File: config.mk
export PLATFORM = sky130hd
export DESIGN_NAME = alu_rs
export DESIGN_NICKNAME = d
export VERILOG_FILES = /design/src/rtl/alu_rs.sv
export SDC_FILE = /design/constraint.sdc
export NUM_CORES = 1
export LEC_CHECK = 0
export BUFFER_PORTS_ARGS = -buffer_cell sky130_fd_sc_hd__buf_2
export CORE_MARGIN = 2
export CORE_UTILIZATION = 53
export DETAILED_ROUTE_END_ITERATION = 8
export PLACE_DENSITY = 0.77
export SKIP_CTS_REPAIR_TIMING = 1
export SLEW_MARGIN = 10
export SYNTH_ARGS = -nofsm -noshare
export SYNTH_HDL_FRONTEND = slang
export SYNTH_SLANG_ARGS = --single-unit
File: constraint.sdc
create_clock -name clk_in -period 2.22 [get_ports clk_in]
set_input_delay 0.222 -clock clk_in [delete_from_list [all_inputs] [get_ports clk_in]]
set_output_delay 0.222 -clock clk_in [all_outputs]
set_load 0.03 [all_outputs]
File: src/rtl/alu_rs.sv
// ALU reservation station: buffers issued ALU ops until both operands are known,
// dispatches the lowest-index ready entry each cycle and registers its result for the CDB.
module alu_rs #(
  parameter int RS_SIZE = 4,
  parameter int TAG_W   = 4
) (
  input  logic             clk_in,
  input  logic             rst_in,
  input  logic             rdy_in,
  input  logic             flush_in,
  input  logic             issue_valid,
  output logic             issue_ready,
  input  logic [4:0]       issue_alu_op,
  input  logic [31:0]      issue_vj,
  input  logic             issue_qj_valid,
  input  logic [TAG_W-1:0] issue_qj,
  input  logic [31:0]      issue_vk,
  input  logic             issue_qk_valid,
  input  logic [TAG_W-1:0] issue_qk,
  input  logic [TAG_W-1:0] issue_dest,
  input  logic             cdb_valid,
  input  logic [TAG_W-1:0] cdb_tag,
  input  logic [31:0]      cdb_value,
  output logic [31:0]      alu_op1,
  output logic [31:0]      alu_op2,
  output logic [4:0]       alu_op,
  input  logic [31:0]      alu_result,
  output logic             alu_fire,
  output logic             out_valid,
  output logic [TAG_W-1:0] out_tag,
  output logic [31:0]      out_value
);

  localparam int IDX_W = (RS_SIZE > 1) ? $clog2(RS_SIZE) : 1;

  typedef struct packed {
    logic [4:0]       op;
    logic [31:0]      vj;
    logic             qj_valid;
    logic [TAG_W-1:0] qj;
    logic [31:0]      vk;
    logic             qk_valid;
    logic [TAG_W-1:0] qk;
    logic [TAG_W-1:0] dest;
  } entry_t;

  logic [RS_SIZE-1:0] busy_q, busy_d;
  logic [RS_SIZE-1:0] ready;
  entry_t             ent_q [RS_SIZE];
  entry_t             ent_d [RS_SIZE];

  logic               out_valid_q, out_valid_d;
  logic [TAG_W-1:0]   out_tag_q,   out_tag_d;
  logic [31:0]        out_value_q, out_value_d;

  logic               disp_found, free_found;
  logic [IDX_W-1:0]   disp_idx,   free_idx;
  logic               j_hit, k_hit;
  entry_t             issue_ent;

  always_comb begin
    for (int i = 0; i < RS_SIZE; i++) begin
      ready[i] = busy_q[i] & ~ent_q[i].qj_valid & ~ent_q[i].qk_valid;
    end
  end

  // Scanning downwards lets the lowest matching index win.
  always_comb begin
    disp_found = 1'b0;
    disp_idx   = '0;
    free_found = 1'b0;
    free_idx   = '0;
    for (int i = RS_SIZE - 1; i >= 0; i--) begin
      if (ready[i]) begin
        disp_found = 1'b1;
        disp_idx   = IDX_W'(i);
      end
      if (!busy_q[i]) begin
        free_found = 1'b1;
        free_idx   = IDX_W'(i);
      end
    end
  end

  assign issue_ready = free_found;
  assign alu_fire    = disp_found;
  assign alu_op1     = disp_found ? ent_q[disp_idx].vj : '0;
  assign alu_op2     = disp_found ? ent_q[disp_idx].vk : '0;
  assign alu_op      = disp_found ? ent_q[disp_idx].op : '0;
  assign out_valid   = out_valid_q;
  assign out_tag     = out_tag_q;
  assign out_value   = out_value_q;

  // An operand whose producer is broadcasting right now is taken straight from the CDB.
  always_comb begin
    j_hit              = issue_qj_valid && cdb_valid && (issue_qj == cdb_tag);
    k_hit              = issue_qk_valid && cdb_valid && (issue_qk == cdb_tag);
    issue_ent.op       = issue_alu_op;
    issue_ent.vj       = j_hit ? cdb_value : issue_vj;
    issue_ent.qj_valid = issue_qj_valid && !j_hit;
    issue_ent.qj       = issue_qj;
    issue_ent.vk       = k_hit ? cdb_value : issue_vk;
    issue_ent.qk_valid = issue_qk_valid && !k_hit;
    issue_ent.qk       = issue_qk;
    issue_ent.dest     = issue_dest;
  end

  always_comb begin
    busy_d      = busy_q;
    ent_d       = ent_q;
    out_valid_d = out_valid_q;
    out_tag_d   = out_tag_q;
    out_value_d = out_value_q;

    if (rdy_in) begin
      if (flush_in) begin
        busy_d      = '0;
        out_valid_d = 1'b0;
      end else begin
        out_valid_d = disp_found;
        if (disp_found) begin
          out_tag_d        = ent_q[disp_idx].dest;
          out_value_d      = alu_result;
          busy_d[disp_idx] = 1'b0;
        end

        for (int i = 0; i < RS_SIZE; i++) begin
          if (busy_q[i] && cdb_valid) begin
            if (ent_q[i].qj_valid && ent_q[i].qj == cdb_tag) begin
              ent_d[i].vj       = cdb_value;
              ent_d[i].qj_valid = 1'b0;
            end
            if (ent_q[i].qk_valid && ent_q[i].qk == cdb_tag) begin
              ent_d[i].vk       = cdb_value;
              ent_d[i].qk_valid = 1'b0;
            end
          end
        end

        // free_idx comes from busy_q, so a slot freed by this cycle's dispatch is never picked.
        if (issue_valid && free_found) begin
          ent_d[free_idx]  = issue_ent;
          busy_d[free_idx] = 1'b1;
        end
      end
    end
  end

  always_ff @(posedge clk_in or negedge rst_in) begin
    if (!rst_in) begin
      busy_q      <= '0;
      out_valid_q <= 1'b0;
      out_tag_q   <= '0;
      out_value_q <= '0;
    end else begin
      busy_q      <= busy_d;
      out_valid_q <= out_valid_d;
      out_tag_q   <= out_tag_d;
      out_value_q <= out_value_d;
    end
  end

  // NOTE: entry payload is qualified by busy_q, so it carries no reset and stays plain storage.
  always_ff @(posedge clk_in) begin
    ent_q <= ent_d;
  end

endmodule

# --- Yosys cells after proc, flatten, opt, wreduce, memory -nomap -nowiden ---
# Index checks and enable logic that the tools add are counted.
classes:
  magnitude_cmp: 7
  n_reduce_logical: 27
  muxes: 70
  n_bitwise: 22
  eq_ne: 10
op_table:
  columns: ["cell", "count"]
  rows:
  - ["33-bit 2-to-1 mux", 32]
  - ["332-bit bitwise mux", 1]
  - ["327-bit 2-to-1 mux", 1]
  - ["83-bit 2-to-1 mux", 3]
  - ["83-bit binary-select mux with 2-bit select", 1]
  - ["83-bit demux with 2-bit select", 1]
  - ["32-bit 2-to-1 mux", 4]
  - ["4-bit equality test", 10]
  - ["1-bit logical AND", 22]
  - ["4-bit 2-to-1 mux", 5]
  - ["2-bit 2-to-1 mux", 8]
  - ["1-bit 2-to-1 mux", 11]
  - ["1-bit NOT", 9]
  - ["1-bit bitwise AND", 8]
  - ["3-bit greater-or-equal comparator (second input constant)", 2]
  - ["2-bit by 3-bit < comparator with 1-bit output (second input constant)", 2]
  - ["2-bit NOT with 3-bit output", 2]
  - ["3-bit AND reduction", 2]
  - ["5-bit 2-to-1 mux", 1]
  - ["4-bit bitwise AND", 1]
  - ["1-bit demux with 2-bit select", 2]
  - ["2-bit by 1-bit greater-or-equal comparator with 1-bit output (second input constant)", 2]
  - ["4-bit NOT", 1]
  - ["4-bit bitwise OR", 1]
  - ["3 further kinds", 4]
word_totals:
  register_bits: 373
  output_inout_bits: 108
  in_bits: 157

# --- Longest topological paths before layout ---
logic_depth:
  word_depth: 19
  depth_mapped: 8
  ltp_nobuf: 5

# --- Least setup slack after synthesis ---
# OpenSTA, ideal clock, no wires.
synth_path:
  kind: "input port to flip-flop"
  startpoint: "input flush_in"
  endpoint: "register ent_q[100] (netlist name) (enable)"
  cell_stages: 3
  required_ps: 1607
  arrival_time_ps: 5702
  path_slack_ps: -4095
  path_cell_list: "nand2b_1 clkbuf_1 inv_1"
synth_between:
  elab_chain_cells: 2
synth_rtl:
  columns: ["element", "line", "rtl"]
  rows:
  - ["start: declaration", "10", "input logic flush_in,"]
  - ["1-bit NOT (no line)", null, null]
  - ["2-bit AND reduction (no line)", null, null]
  - ["end signal: assignment", "165", "ent_q <= ent_d;"]
  - ["end: declaration", "49", "entry_t ent_q [RS_SIZE];"]
# No other way between the ends.
# A chain may end at the register's enable or synchronous reset.

# --- Worst setup path after layout ---
layout_path:
  startpoint: "register ent_q[91] (netlist name)"
  endpoint: "output alu_op1[31]"
layout_between:
  elab_chain_cells: 10
  word_cells_on_any_way: 13
layout_rtl:
  columns: ["element", "line", "rtl"]
  rows:
  - ["1-bit NOT (*)", "63", "ready[i] = busy_q[i] & ~ent_q[i].qj_valid & ~ent_q[i].qk_valid;"]
  - ["1-bit bitwise AND (*)", "63", null]
  - ["2-bit 2-to-1 mux (3 in a row)", "74", "if (ready[i]) begin"]
  - ["2-bit NOT with 3-bit output (implied by the code)", "87", "assign alu_op1 = disp_found ? ent_q[disp_idx].vj : '0;"]
  - ["83-bit binary-select mux with 2-bit select", "87", null]
  - ["83-bit 2-to-1 mux (2 in a row)", null, null]
  - ["32-bit 2-to-1 mux (*)", "87", null]
  - ["end: declaration", "24", "output logic [31:0] alu_op1,"]
# Every way passes the cells marked *; elsewhere a longest branch is shown, timed or not. The select of a mux whose other input is x is not followed.

==> flow_metrics.py <==
metrics = {
    "synth": {
        "yosys_warnings": 0,
        "yosys.area_share.simple_pct": 12.2,
        "ys_seq_elements": 373,
        "synth_compound_area_share_pct": 23.3,
        "ys_seq_area_share_pct": 56.7,
        "synth_flop_cell": "edfxtp_1",
        "synth_mux_area_share_pct": 1.86,
        "syn-num-nets": 1703,
        "yosysUniqueCellTypes": 46,
        "synth_fa_ha_area_share_pct": 0,
        "syn_avg_cell_area_um2": 12.5,
        "synthXorXnorAreaFrac_pct": 1.81,
        "synth_top_family_by_area": "compound AO/OA/AOI/OAI gates",
        "syn_inst": 1546,
        "async_reset_ff_share_pct": 11.0,
        "synth_area_um2": 19400,
        "synth_edf_count": 332,
    },
    "cts": {
        "numCtsBuffers": 41,
        "clk_pin_slew_ps": 60,
        "clockBufferDepth": 3,
        "cts.sinks": 373,
        "worstSkewPairLatency_ps": 570,
        "cts.htree.levels": 2,
        "root_buffer": "clkbuf_16",
        "cts_tree": "built",
    },
    "worst_hold_path": {
        "hold-path-endpoint": "busy_q[1]",
        "hp-start": "rdy_in",
        "hold_depth": 3,
        "hold_path_class": "in2reg",
    },
    "worst_setup_path": {
        "worstSetupPathType": "reg2out",
        "r2r_start": "ent_q[211]",
        "crit_path_end_kind": "primary output",
        "cp_num_buf_inv": 5,
        "reg2reg_slack_ps": -190,
        "max_stage_delay_ps": 470,
        "worstPathRequired_ps": 2000,
        "crit_fanout": 13,
        "cp-start-kind": "flip-flop",
        "cpLargestDelayFamily": "buffers and inverters",
        "worstRegToRegCells": 11,
        "cp_slowest_cell": "edfxtp_1",
        "cp.arrival_ps": 2490,
        "r2r_end": "out_value[22]",
        "crit_path_cell_trace": "nor3b_4 > buf_4 > buf_8 > buf_12 > a221oi_1 > o21ai_1 > buf_4 > buf_6",
        "cp_common_cell": "buf_4",
    },
    "die": {
        "start_util_pct": 53.4,
        "die_h_um": 195,
        "dieArea_um2": 38100,
        "io_pins": 265,
        "fp-row-count": 70,
        "die_w_um": 195,
        "coreArea_um2": 36300,
    },
    "finish": {
        "post-route-util_pct": 71.3,
        "drive_above_1_share_pct": 47.9,
        "nets": 2056,
        "instances_no_fill": 2404,
        "multiInputGateArea_um2": 8580,
        "regArea_um2": 11000,
        "area_growth_pct": 33.5,
        "fill_cells": 2316,
    },
    "global_route": {
        "grt_overflow_total": 0,
        "grt_max_degree": 64,
        "grt_pass1_wl_mm": 91.6,
        "grtUsageMet3_pct": 7.06,
        "met2_usage_pct": 50.8,
        "grt_use_total_pct": 31.3,
        "grt_pass1_vias": 15600,
        "groute.layer.met1.usage_pct": 41.5,
        "busiest_layer": "met2",
        "antenna_found_initial": 12,
    },
    "sta": {
        "worst_pin_slew_ps": 920,
        "skew_ps": 15.6,
        "slew_headroom_pct": 38.7,
        "setup_slack_ps": -490,
        "finalHoldViolCount": 0,
        "rsz0062_at_grt": "true",
        "max_freq_mhz": 369,
        "post-route-period-util_pct": 122,
        "report.final.slew_viol_count": 0,
        "min_period_ps": 2710,
        "setup_violations": 119,
    },
    "drt": {
        "vias": 16700,
        "avgRoutedWirePerCell_um": 28.8,
        "wirelength_mm": 69.2,
        "remaining_drc_errors": 0,
        "viasPerCell": 6.93,
        "drt_iter0_drc": 2366,
        "drtPass1Iterations": 5,
        "drtAntennaViolNets": 0,
    },
    "status": {
        "violations": "setup timing",
        "status": "finished, violations left",
    },
    "placed_design": {
        "dp.cells": 2213,
        "dpl.hpwl_mm": 38.5,
        "place_congestion": 0.865,
        "port_buffers": 264,
        "dp_slack_ps": -131,
    },
    "power": {
        "p_per_area_nw_per_um2": 752,
        "p_total_mw": 19.5,
        "irDropWorstVdd_uv": 782,
        "leakage_nw": 9.33,
    },
    "job": {
        "maxCapViolCount": 0,
    },
}
==> state kept, by name, indices dropped and copies added, names as in the netlist <==
signal	count
ent_q	332
out_valid	1
busy_q	4
out_tag	4
out_value	32
==> worst min-delay path: cells and delay by family <==
kind / cells / cell delay, ps
buf+inv: 1 / 150
compound gates: 2 / 250
==> how the worst max path moves through the flow <==
stage	cells after the start	to	slack (ps)	start
floorplan	3	ent_q[100]	-2610	flush_in
global placement	4	ent_q[72]	-80	busy_q[0]
detailed placement	6	ent_q[236]	-130	cdb_tag[0]
CTS	7	alu_op1[12]	-630	busy_q[2]
global route	8	alu_op[3]	-520	ent_q[8]
finish	8	alu_op1[31]	-490	ent_q[91]
==> cells by family after synthesis <==
family                    count (synthesis)
and+or+nand+nor                         413
AOI/OAI and AO/OA                       508
DFF                                     373
muxes                                    32
xor gates and xnor gates                 40
buffers and inverters                   180
==> cell usage after synthesis (2+ instances only) <==
cell type  instances  share of area, %
edfxtp_1         332                51
o221a_2          256                15
o21ai_0          151               3.9
or3_1            129               4.2
nand2b_1         124               4.0
clkbuf_1          87               1.7
nand2_1           83               1.6
a221oi_1          73               3.3
dfrtp_1           41               5.3
buf_2             38              0.98
buf_1             35              0.68
mux2_2            32               1.9
xor2_1            30               1.4
nand3_1           17              0.44
nor2_1            13              0.25
buf_4             11              0.43
xnor2_1           10              0.45
a21oi_1            9              0.23
nor3_1             9              0.23
or2b_1             9              0.35
buf_6              6              0.35
nand4_1            6              0.19
nor3b_1            5              0.19
a21boi_2           4              0.23
o221ai_1           4              0.18
a21o_1             3              0.12
and2_1             3             0.097
and3_1             3             0.097
a21boi_4           2              0.19
a21oi_2            2             0.090
and2_4             2             0.090
inv_1              2             0.039
nor3_2             2              0.10
==> where the power goes <==
| group | switching, mW | leakage (nW) | internal (mW) |
|---|---|---|---|
| clock network | 2.85 | 0.629 | 3.81 |
| registers | 0.395 | 3.58 | 8.32 |
| logic | 2.33 | 5.12 | 1.75 |
==> placed cells by master (no fill, tap or decap), types with 16 or more instances in the layout <==
| cell type | count |
|---|---|
| xor2_1 | 30 |
| or3_1 | 128 |
| clkbuf_16 | 60 |
| edfxtp_1 | 332 |
| buf_2 | 194 |
| o221a_2 | 256 |
| nand2b_1 | 122 |
| o21ai_0 | 82 |
| dlygate4sd3_1 | 50 |
| buf_4 | 124 |
| dfrtp_1 | 38 |
| nand2_1 | 82 |
| mux2_4 | 32 |
| nand3_1 | 16 |
| a221oi_2 | 59 |
| buf_12 | 53 |
| buf_6 | 44 |
| o21ai_1 | 41 |
| o21ai_2 | 29 |
==> routing by layer <==
| metal | vias to the layer above | part of all wire, % |
|---|---|---|
| met5 | - | 0.10 |
| met4 | 10 | 3.5 |
| met3 | 196 | 13 |
| met2 | 1240 | 47 |
| met1 | 8227 | 36 |
| li1 | 6989 | - |
==> per-stage QoR <==
step	setup TNS [ps]	hold WS [ps]	cell area [um2]
2_1_floorplan	-692310	-73.6	19400
3_3_place_gp	-6910	401	22000
3_5_place_dp	-10040	393	22000
4_1_cts	-46080	-197	23300
5_1_grt	-38890	77.4	25900
6_report	-31880	86.5	25900
==> cell type report <==
class,count,share of cell area [%]
clock buffers,59,4.71
inverters,2,0.0435
clock inverters,13,0.246
repair buffers,485,17.1
diodes,8,0.0773
flip-flops and latches,373,42.5
well taps,468,2.26
multi-input cells,996,33.1
Power figures use the tool's default switching activity.
